## config.mk

```make
export PLATFORM = sky130hd
export DESIGN_NAME = period_freq_meter
export DESIGN_NICKNAME = d
export VERILOG_FILES = /design/src/rtl/pfm_pkg.sv /design/src/rtl/pfm_seq_divider.sv /design/src/rtl/period_freq_meter.sv
export SDC_FILE = /design/constraint.sdc
export NUM_CORES = 1
export LEC_CHECK = 0
export ABC_AREA = 1
export BUFFER_PORTS_ARGS = -buffer_cell sky130_fd_sc_hd__buf_2
export CORE_MARGIN = 3
export CORE_UTILIZATION = 60
export CTS_BUF_LIST = sky130_fd_sc_hd__clkbuf_4 sky130_fd_sc_hd__clkbuf_8
export DETAILED_ROUTE_END_ITERATION = 8
export PLACE_DENSITY_LB_ADDON = 0.12
export SLEW_MARGIN = 40
export SYNTH_ARGS = -nofsm -noshare
export SYNTH_HDL_FRONTEND = slang
export SYNTH_SLANG_ARGS = --single-unit
export TNS_END_PERCENT = 1
```

## constraint.sdc

```tcl
create_clock -name clk -period 4.2 [get_ports clk]
set_input_delay 0.63 -clock clk [delete_from_list [all_inputs] [get_ports clk]]
set_output_delay 0.63 -clock clk [all_outputs]
set_load 0.05 [all_outputs]
```

## src/rtl/pfm_pkg.sv

```systemverilog
// pfm_pkg: shared FSM encoding and constant helpers for period_freq_meter.
package pfm_pkg;
  typedef enum logic {ARM = 1'b0, GATE = 1'b1} pfm_state_e;
  function automatic int clog2(input longint v);
    int r;
    longint p;
    r = 0;
    p = 1;
    while (p < v) begin
      p = p << 1;
      r++;
    end
    return r;
  endfunction
  function automatic int num_width(input int m, input int f_clk);
    return clog2(longint'(m) * longint'(f_clk) + 1);
  endfunction
  function automatic longint sat_val(input int w);
    return (longint'(1) << w) - 1;
  endfunction
endpackage

```

## src/rtl/pfm_seq_divider.sv

```systemverilog
// pfm_seq_divider: restoring divider, one quotient bit per clock, saturating on
// overflow or zero denominator; done is asserted NUM_W clocks after start.
module pfm_seq_divider
  import pfm_pkg::*;
#(
  parameter int NUM_W = 21,
  parameter int DEN_W = 16,
  parameter int Q_W = 14
) (
  input  logic clk,
  input  logic reset_n,
  input  logic start,
  input  logic abort,
  input  logic [NUM_W-1:0] num,
  input  logic [DEN_W-1:0] den,
  output logic busy,
  output logic done,
  output logic [Q_W-1:0] quo
);
  localparam int CW = clog2(NUM_W + 1);
  localparam int W = (NUM_W > Q_W) ? NUM_W : Q_W;
  localparam logic [W-1:0] Q_MAX = W'(sat_val(Q_W));
  logic [NUM_W-1:0] q, q_next;
  logic [DEN_W-1:0] d, rem, rem_next;
  logic [DEN_W:0] trial;
  logic [CW-1:0] cnt;
  logic ge, dz, ovf;
  always_comb begin
    trial = {rem, q[NUM_W-1]};
    ge = trial >= {1'b0, d};
    rem_next = DEN_W'(trial - (ge ? {1'b0, d} : '0));
    q_next = (q << 1) | NUM_W'(ge);
    ovf = W'(q_next) > Q_MAX;
  end
  // busy stays high through the done cycle so it covers NUM_W+1 clocks
  always_ff @(posedge clk or negedge reset_n) begin
    if (!reset_n) begin
      busy <= 1'b0;
      done <= 1'b0;
      q <= '0;
      d <= '0;
      rem <= '0;
      dz <= 1'b0;
      cnt <= '0;
      quo <= '0;
    end else if (abort) begin
      busy <= 1'b0;
      done <= 1'b0;
    end else if (start && !busy) begin
      busy <= 1'b1;
      done <= 1'b0;
      q <= num;
      d <= den;
      rem <= '0;
      dz <= den == '0;
      cnt <= '0;
    end else if (done) begin
      busy <= 1'b0;
      done <= 1'b0;
    end else if (busy) begin
      q <= q_next;
      rem <= rem_next;
      cnt <= cnt + CW'(1);
      if (cnt == CW'(NUM_W - 1)) begin
        done <= 1'b1;
        quo <= (dz || ovf) ? '1 : Q_W'(q_next);
      end
    end
  end
endmodule

```

## src/rtl/period_freq_meter.sv

```systemverilog
// period_freq_meter: measures sig frequency over M periods in hundreds of Hz with
// hysteresis, loss timeout and update strobe; PFM_DIAG_EN adds the n_clk_out port.
module period_freq_meter
  import pfm_pkg::*;
#(
  parameter int F_CLK = 40000,
  parameter int M = 50,
  parameter int CNT_W = 16,
  parameter int F_W = 14,
  parameter int MIN_CHANGE = 2
) (
  input  logic clk,
  input  logic reset_n,
  input  logic sig,
  input  logic enable,
  output logic [F_W-1:0] f,
  output logic f_valid,
  output logic sig_lost,
  output logic busy
`ifdef PFM_DIAG_EN
  ,
  output logic [CNT_W-1:0] n_clk_out
`endif
);
  localparam int NUM_W = num_width(M, F_CLK);
  localparam int SIG_W = clog2(M + 1);
  localparam logic [NUM_W-1:0] NUM = NUM_W'(longint'(M) * longint'(F_CLK));
  localparam logic [CNT_W-1:0] N_SAT = CNT_W'(sat_val(CNT_W));
  localparam logic [SIG_W-1:0] LAST_SIG = SIG_W'(M - 1);
  localparam logic [CNT_W-1:0] HYST = CNT_W'(MIN_CHANGE);
  pfm_state_e state, state_n;
  logic s1, s2, s3, e;
  logic [CNT_W-1:0] n_clk, n_last, n_meas, n_diff;
  logic [SIG_W-1:0] n_sig;
  logic first_flag, sat_hit, meas_end, accept, timeout;
  logic div_start, div_abort, div_done;
  logic [F_W-1:0] quo;
  always_ff @(posedge clk or negedge reset_n) begin
    if (!reset_n) {s1, s2, s3} <= 3'b000;
    else {s1, s2, s3} <= {sig, s1, s2};
  end
  // a saturated n_clk wraps n_meas to 0, which the divider turns into all ones
  always_comb begin
    e = s2 & ~s3;
    sat_hit = n_clk == N_SAT;
    n_meas = n_clk + CNT_W'(1);
    n_diff = (n_meas > n_last) ? n_meas - n_last : n_last - n_meas;
    meas_end = (state == GATE) && e && (n_sig == LAST_SIG);
    accept = meas_end && (first_flag || n_diff > HYST);
    timeout = enable && !e && sat_hit;
    div_start = enable && accept && !busy;
    div_abort = !enable || timeout;
    state_n = (!enable || timeout) ? ARM : e ? GATE : state;
  end
  always_ff @(posedge clk or negedge reset_n) begin
    if (!reset_n) begin
      state <= ARM;
      n_clk <= '0;
      n_sig <= '0;
    end else begin
      state <= state_n;
      if (!enable || timeout) begin
        n_clk <= '0;
        n_sig <= '0;
      end else begin
        n_clk <= (e && (state == ARM || meas_end)) ? '0 : sat_hit ? n_clk : n_clk + CNT_W'(1);
        n_sig <= (state == ARM || meas_end) ? '0 : n_sig + SIG_W'(e);
      end
    end
  end
  always_ff @(posedge clk or negedge reset_n) begin
    if (!reset_n) begin
      f <= '0;
      f_valid <= 1'b0;
      sig_lost <= 1'b1;
      n_last <= '0;
      first_flag <= 1'b1;
    end else begin
      f_valid <= 1'b0;
      if (enable && timeout) begin
        f <= '0;
        f_valid <= !sig_lost;
        sig_lost <= 1'b1;
        first_flag <= 1'b1;
      end else if (enable) begin
        if (div_done) begin
          f <= quo;
          f_valid <= 1'b1;
          sig_lost <= 1'b0;
        end
        if (div_start) begin
          n_last <= n_meas;
          first_flag <= 1'b0;
        end
      end
    end
  end
`ifdef PFM_DIAG_EN
  always_ff @(posedge clk or negedge reset_n) begin
    if (!reset_n) n_clk_out <= '0;
    else if (enable && timeout) n_clk_out <= '0;
    else if (div_start) n_clk_out <= n_meas;
  end
`endif
  pfm_seq_divider #(
    .NUM_W(NUM_W),
    .DEN_W(CNT_W),
    .Q_W(F_W)
  ) u_div (
    .clk(clk),
    .reset_n(reset_n),
    .start(div_start),
    .abort(div_abort),
    .num(NUM),
    .den(n_meas),
    .busy(busy),
    .done(div_done),
    .quo(quo)
  );
endmodule
```

==> results.md, run 1 <==
* Fin crit period at 3.971 ns
* Post-synth EDFFs at 0
* CP startpoint kind: flip-flop
* FF-to-FF setup slack at 0.23 ns
* Skew final at 0.01725 ns
* Drt first pass iters at 5
* Vias in the first global route at 6916
* Crit Path Class: flip-flop to flip-flop
* Share of cells above drive strength 1 at 9.812%
* Count leader, synth: nand2_1
* Final WL at 20390 µm
* DR DRC count at 0
* Worst setup slack after layout at 0.2292 ns
* Worst path most repeated cell: nand2_1
* Reg2Reg Launch Point: n_clk[0]
* Comb power frac at 16.0%
* Inst Count DP at 1359
* Final Hold Viols at 0
* Port bufs at 20
* Row count at 42
* DRT antenna net count at 0
* Global route overflow at 0
* CTS tree: done
* Hold_ws at 0.08442 ns
* Die area at 15250 µm²
* Worst reg2reg path endpoint: n_last[11]
* Yosys top cell area share at 35.03%
* Worst slew pin tran at 0.8539 ns
* Crit-path max cell delay at 0.41 ns
* Required time at the worst-slack endpoint at 4.55 ns
* CTS HTree Levels at 4
* Detail Placement HPWL at 15120 µm
* TritonCTS buffer count at 17
* Io pins at 21
* Post-synth top cells: nand2_1 (401), inv_1 (167), dfrtp_1 (116)
* Max FO, Critical Path at 28
* Async SR Flop Fraction at 100.0%
* Slew HR at 42.64%
* Cell Int Power at 2.036 mW
* ANT cells at 0
* Yosys top cell by area: dfrtp_1
* Netlist cell types at 41
* Sequential fraction of the synthesis area at 35.67%
* Synth Net Count at 1252
* Top cells by area, synth: dfrtp_1 (35%), nand2_1 (18%), ha_1 (10%), inv_1 (7.6%), nand3_1 (6.9%)
* Post-Syn Instances at 1178
* Tcrit/Tclk final at 94.54%
* CTS sink count at 118
* YS warnings at 0
* Mapped Area at 8285 µm²
* Core area at 13350 µm²
* Avg Inst Size Synth at 7.033 µm²
* Iter 0 DRT Violations at 621
* Final Setup Violations at 0
* Final #Nets at 1284
* First-pass GRT wire length at 33260 µm
* FF-to-FF path depth at 27
* Synth Register Bits at 118
* Clock Path Buffers at 2
* Pwr Density at 308.9 nW/µm²
* Pre-CTS setup slack at -0.04168 ns
* Initial antenna violation count at 0
* Sw Ratio at 28.51%
* GR Util All Layers at 27.46%
* CP endpoint kind: flip-flop
* Routed vias at 7539
* Top_reg_cell synth: dfrtp_1
* Clk_lat worst skew at 0.45 ns
* Status: completed
* Cts-stage hold buffer count at 0
* VDD IR max at 0.0002420 V
* Layout area overhead at 11.27%
* Slowest CP cell: dfrtp_1
* Crit path DAT at 4.32 ns
* Die width at 123.5 µm
* Starting density of the core at 62.07%
* CP startpoint: n_clk[0]
* Max-slew violation count at 0
* Sequential share of power at 41.8%
* Max-cap violations at 0
* Clk root buf: clkbuf_8
* Routability cong. at 0.8993
* Max Freq at 0.2518 GHz
* Routed vias/inst at 5.389
* Clock share of power at 42.2%
* Pin count of the biggest net entering global routing at 95
* Routed len/inst at 14.57 µm
* Non-filler instance count after layout at 1399
* Psw at 0.8119 mW
* LEAKAGE at 5.222 nW
* Die H at 123.5 µm
* Min-Delay Path Class: input pin to async pin
* Clock transition at the registers of the reported paths at 0.09 ns
==> metal layers <==
layer | global-route usage [%] | wire, µm | part of all wire, % | vias to the layer above
met5 | 0 | 0 | 0 | -
met4 | 8.443 | 336 | 1.6 | 0
met3 | 5.306 | 1402 | 6.9 | 29
met2 | 39.82 | 8746 | 43 | 232
met1 | 41.36 | 9902 | 49 | 3453
li1 | - | - | - | 3825
==> repair_timing <==
action,CTS,global route
cloned,0,1
resized for setup,1,25
pin swaps,0,4
setup endpoints to repair,51,61
buffers inserted,0,7
==> worst max-delay path by stage <==
stage	endpoint	depth (start not counted)	slack, ns
after floorplan	u_div.q[15]	30	0.65
after global placement	first_flag	24	0.01
after detailed placement	u_div.q[15]	25	-0.04
after CTS	n_last[11]	25	0.03
after global routing	u_div.q[19]	28	-0.10
final	n_last[11]	27	0.23
==> power by group through the flow <==
stage	registers, mW	logic [mW]	clock network [mW]
3_3_place_gp	1.21	0.424	0
3_5_place_dp	1.21	0.431	0
4_1_cts	1.19	0.433	1.21
6_report	1.19	0.455	1.20
2_1_floorplan	1.23	0.290	0
5_1_grt	1.19	0.519	1.26
==> area by class of cell <==
class	instances	area [µm²]
clock buffers	22	290.3
clock inverters	10	166.4
repair buffers	43	312.8
well taps	176	220.2
flip-flops and latches	118	2957
inverters	169	634.4
fillers	1181	4129
multi-input cells	861	4638
==> sequential cells by signal (all words and copies together), names as in the netlist <==
register / flops
n_last: 16
n_clk: 16
sig_lost: 1
u_div.busy: 1
state: 1
n_sig: 6
u_div.done: 1
u_div.cnt: 5
s2: 1
u_div.dz: 1
f_valid: 1
s3: 1
u_div.rem: 16
f: 14
u_div.q: 21
first_flag: 1
s1: 1
u_div.quo: 14
==> worst max-delay path, delay by kind of cell (launching register included) <==
| kind | cells | cell delay (ns) |
|---|---|---|
| buffers and inverters | 5 | 0.47 |
| AO/OA/AOI/OAI | 2 | 0.30 |
| AND/OR/NAND/NOR | 17 | 2.01 |
| adder cells (fa/ha/maj) | 2 | 0.48 |
| XOR/XNOR | 1 | 0.16 |
| flip-flops | 1 | 0.41 |
==> cells by family (layout without fill, tap and decap cells) <==
family,count (synthesis),count (layout),share of synthesized area [%]
compound gates,115,115,7.762
simple gates,655,656,33.65
flops,118,118,35.67
fa+ha+maj,70,70,10.84
buf+inv,200,244,9.967
xor+xnor,20,20,2.114
==> metrics by stage <==
step / area (µm²) / setup TNS, ns / power, mW / utilization (%)
final: 9219 / 0 / 2.848 / 69.07
after floorplan: 8285 / 0 / 1.520 / -
after global routing: 9219 / -2.211 / 2.978 / 69.07
after detailed placement: 8587 / -0.2148 / 1.643 / 64.33
after CTS: 9049 / 0 / 2.836 / 67.79
after global placement: 8579 / 0 / 1.636 / 64.28
==> layout by cell type (no fill, tap or decap), types with 6 or more instances in the layout <==
master	instances
buf_4	21
xor2_1	14
buf_2	19
nand2_2	10
inv_1	166
ha_1	63
nor2_1	67
o21ai_1	11
dfrtp_1	115
clkbuf_8	20
o21ai_0	32
a21oi_1	42
nand4_1	25
nand3b_1	6
o31ai_1	13
or2_2	8
nand3_1	115
nand2_1	400
nor3_1	11
(Power assumes the default switching activity.)
==> run 2: changes to the inputs <==
ABC_AREA = 0   (was 1)
==> run 2 against run 1 <==
Against the previous run:
- the flow now finishes with violations (setup timing)
- setup slack lost 0.72 ns
- fmax shrank 15%
- sequential power shrank 3%
- clock skew shrank 0.0028 ns
- die area shrank 7.9%
- via count shrank 5.9%
- register-to-register slack lost 0.72 ns
- total power shrank 22%
- highest routed layer unchanged
==> results.md, run 2 <==
* Final Util at 78.36%
* Yosys top cell by area: dfrtp_1
* CP startpoint: n_clk[0]
* Largest Register: u_div.q
* FF-to-FF path depth at 17
* Final Cell Area at 9569 µm²
* Netlist cell types at 60
* Post-synth EDFFs at 0
* Final WL at 21580 µm
* Io pins at 21
* Non-filler instance count after layout at 1202
* Pre-CTS setup slack at -0.4833 ns
* Required time at the worst-slack endpoint at 4.56 ns
* Status: finished, violations left
* Starting density of the core at 62.22%
* Max-slew violation count at 0
* Inst Count DP at 1161
* Slew HR at 50.17%
* Tcrit/Tclk final at 111.6%
* Max FO, Critical Path at 15
* Vias in the first global route at 7059
* First-pass GRT wire length at 34800 µm
* Psw at 0.5578 mW
* Post-synth top cells: dfrtp_1 (116), nand2_1 (107), nor2_1 (83)
* Max Freq at 0.2134 GHz
* Routability cong. at 1.024
* Routed len/inst at 17.95 µm
* Crit path DAT at 5.05 ns
* FF+latch area at 2957 µm²
* YS warnings at 0
* Power, Total at 2.212 mW
* Avg Inst Size Synth at 8.887 µm²
* CP delay by family, top: simple AND/OR/NAND/NOR gates
* Crit-path max cell delay at 0.56 ns
* FF-to-FF setup slack at -0.49 ns
* Pwr Density at 231.2 nW/µm²
* CP endpoint kind: flip-flop
* Cell Int Power at 1.654 mW
* Slowest CP cell: or4_4
* TritonCTS buffer count at 17
* CP startpoint kind: flip-flop
* Count leader, synth: dfrtp_1
* CTS sink count at 118
* Core area at 12210 µm²
* Yosys top cell area share at 38.20%
* Worst reg2reg path endpoint: n_last[11]
* Clock Path Buffers at 2
* Cts-stage hold buffer count at 0
* LEAKAGE at 4.662 nW
* Row count at 40
* Final Setup Violations at 61
* WP buf/inv at 2
* Detail Placement HPWL at 16140 µm
* Sequential fraction of the synthesis area at 38.89%
* Post-DP Area at 8975 µm²
* Sequential share of power at 51.8%
* Synth Register Bits at 118
* Pin count of the biggest net entering global routing at 75
* Multi-input logic area at 4434 µm²
* Async SR Flop Fraction at 100.0%
* Reg2Reg Launch Point: n_clk[0]
* Routed vias at 7093
* Layout area overhead at 25.93%
* CTS HTree Levels at 4
* Top_reg_cell synth: dfrtp_1
* Commonest cells after routing, fill and taps aside: buf_4 (159), dfrtp_1 (115), nand2_1 (107)
* RSZ-0062 raised after global routing: yes
* Post-Syn Instances at 855
* Top cells by area, synth: dfrtp_1 (38%), ha_1 (11%), nand2_1 (5.3%), a21oi_1 (4.1%), nor2_1 (4.1%)
* Fin crit period at 4.686 ns
* Crit Path Class: flip-flop to flip-flop
* Die area at 14050 µm²
* Clock transition at the registers of the reported paths at 0.07 ns
* Critical Path Stages at 17
* Routed vias/inst at 5.901
* Skew final at 0.01446 ns
* Crit path cell chain: nand3_2 -> nor3_2 -> and3_1 -> xor2_2 -> ha_1 -> nand4_1 -> or4_4 -> o21a_4 -> o31ai_4 -> mux2i_2 -> a311oi_2 -> xnor2_1 -> or4_1 -> o41a_4 -> buf_12 -> buf_4 -> mux2i_1
* Clk_lat worst skew at 0.45 ns
* Die H at 118.5 µm
* Clk root buf: clkbuf_8
* Failing checks: setup timing
* Initial antenna violation count at 0
* GR Util All Layers at 30.81%
* Clock share of power at 43.6%
* Crit path to: n_last[11]
* ANT cells at 0
* Leading cell type in the layout, fill and taps excluded: buf_4
* VDD IR max at 0.0002423 V
* Final #Nets at 1095
* DR DRC count at 0
* Max reg flops at 21
* CTS tree: done
* Fillcell total at 854
* Synth Net Count at 929
* Iter 0 DRT Violations at 560
* Port bufs at 20
* Min-Delay Path Class: input pin to async pin
* Worst setup slack after layout at -0.4863 ns
* Max-cap violations at 0
* DRT antenna net count at 0
* Final Hold Viols at 0
* Share of cells above drive strength 1 at 24.85%
* Drt first pass iters at 5
* Comb power frac at 4.6%
* Global route overflow at 0
* Sw Ratio at 25.22%
* Mapped Area at 7599 µm²
* Worst slew pin tran at 0.7470 ns
* Die width at 118.5 µm
==> run 2: kinds of logic after synthesis <==
| group | share of synthesized area [%] |
|---|---|
| AOI/OAI and AO/OA | 17.47 |
| muxes | 3.573 |
| and+or+nand+nor | 17.93 |
| xor gates and xnor gates | 5.302 |
| adders and majority gates | 11.82 |
| buffers and inverters | 5.006 |
| DFF | 38.89 |
==> run 2: worst min path at each step <==
stage          startpoint      endpoint  slack [ns]  cells after the start
5_1_grt           reset_n  u_div.rem[1]        0.23                      1
3_3_place_gp           s1            s2        0.34                      0
2_1_floorplan     reset_n          f[0]        0.33                      0
3_5_place_dp           s1            s2        0.34                      0
4_1_cts           reset_n     n_last[2]        0.22                      1
6_report          reset_n     n_last[2]        0.20                      1
==> run 2: metrics by stage <==
stage                     TNS, ns  hold WS [ns]
final                      -25.29        0.2049
after global routing       -36.36        0.2327
after CTS                  -17.91        0.2238
after detailed placement   -24.81        0.3411
after global placement     -15.00        0.3377
after floorplan            -5.306        0.3312
==> run 2: routing by layer <==
metal | vias to the layer above | global-route usage, % | wire length, µm
met4 | 0 | 10.14 | 672
met3 | 61 | 4.976 | 1115
met1 | 3432 | 40.99 | 9290
met2 | 266 | 51.55 | 10500
li1 | 3334 | - | -
met5 | - | 0 | 0
==> run 2: worst register-to-register path: cells and delay by family (launching register included) <==
kind	cells	cell delay [ns]
simple gates	6	1.87
compound gates	4	0.88
mux	2	0.49
flops	1	0.46
buf+inv	2	0.35
fa+ha+maj	1	0.32
xor+xnor	2	0.23
==> run 2: repair_timing <==
| item | in CTS | in global routing |
|---|---|---|
| pin swaps | 12 | 16 |
| setup buffers | 5 | 4 |
| resized for setup | 9 | 24 |
| endpoints found under the setup margin | 61 | 61 |
| hold endpoints to repair | 0 | 0 |
==> run 2: area by class of cell <==
type                            instances  share of cell area [%]
Timing Repair Buffer                  185                   14.57
Sequential cell                       118                   30.90
Tap cell                              168                   2.197
Clock inverter                         14                   1.360
Inverter                               54                   2.118
Clock buffer                           18                   2.524
Multi-Input combinational cell        645                   46.34
==> run 2: power by group through the flow <==
stage          Sequential [mW]  Clock [mW]  Combinational, mW
6_report                  1.15       0.965              0.101
4_1_cts                   1.14       0.973             0.0999
3_5_place_dp              1.17           0             0.0991
5_1_grt                   1.15        1.02              0.110
3_3_place_gp              1.17           0             0.0965
2_1_floorplan             1.17           0             0.0372
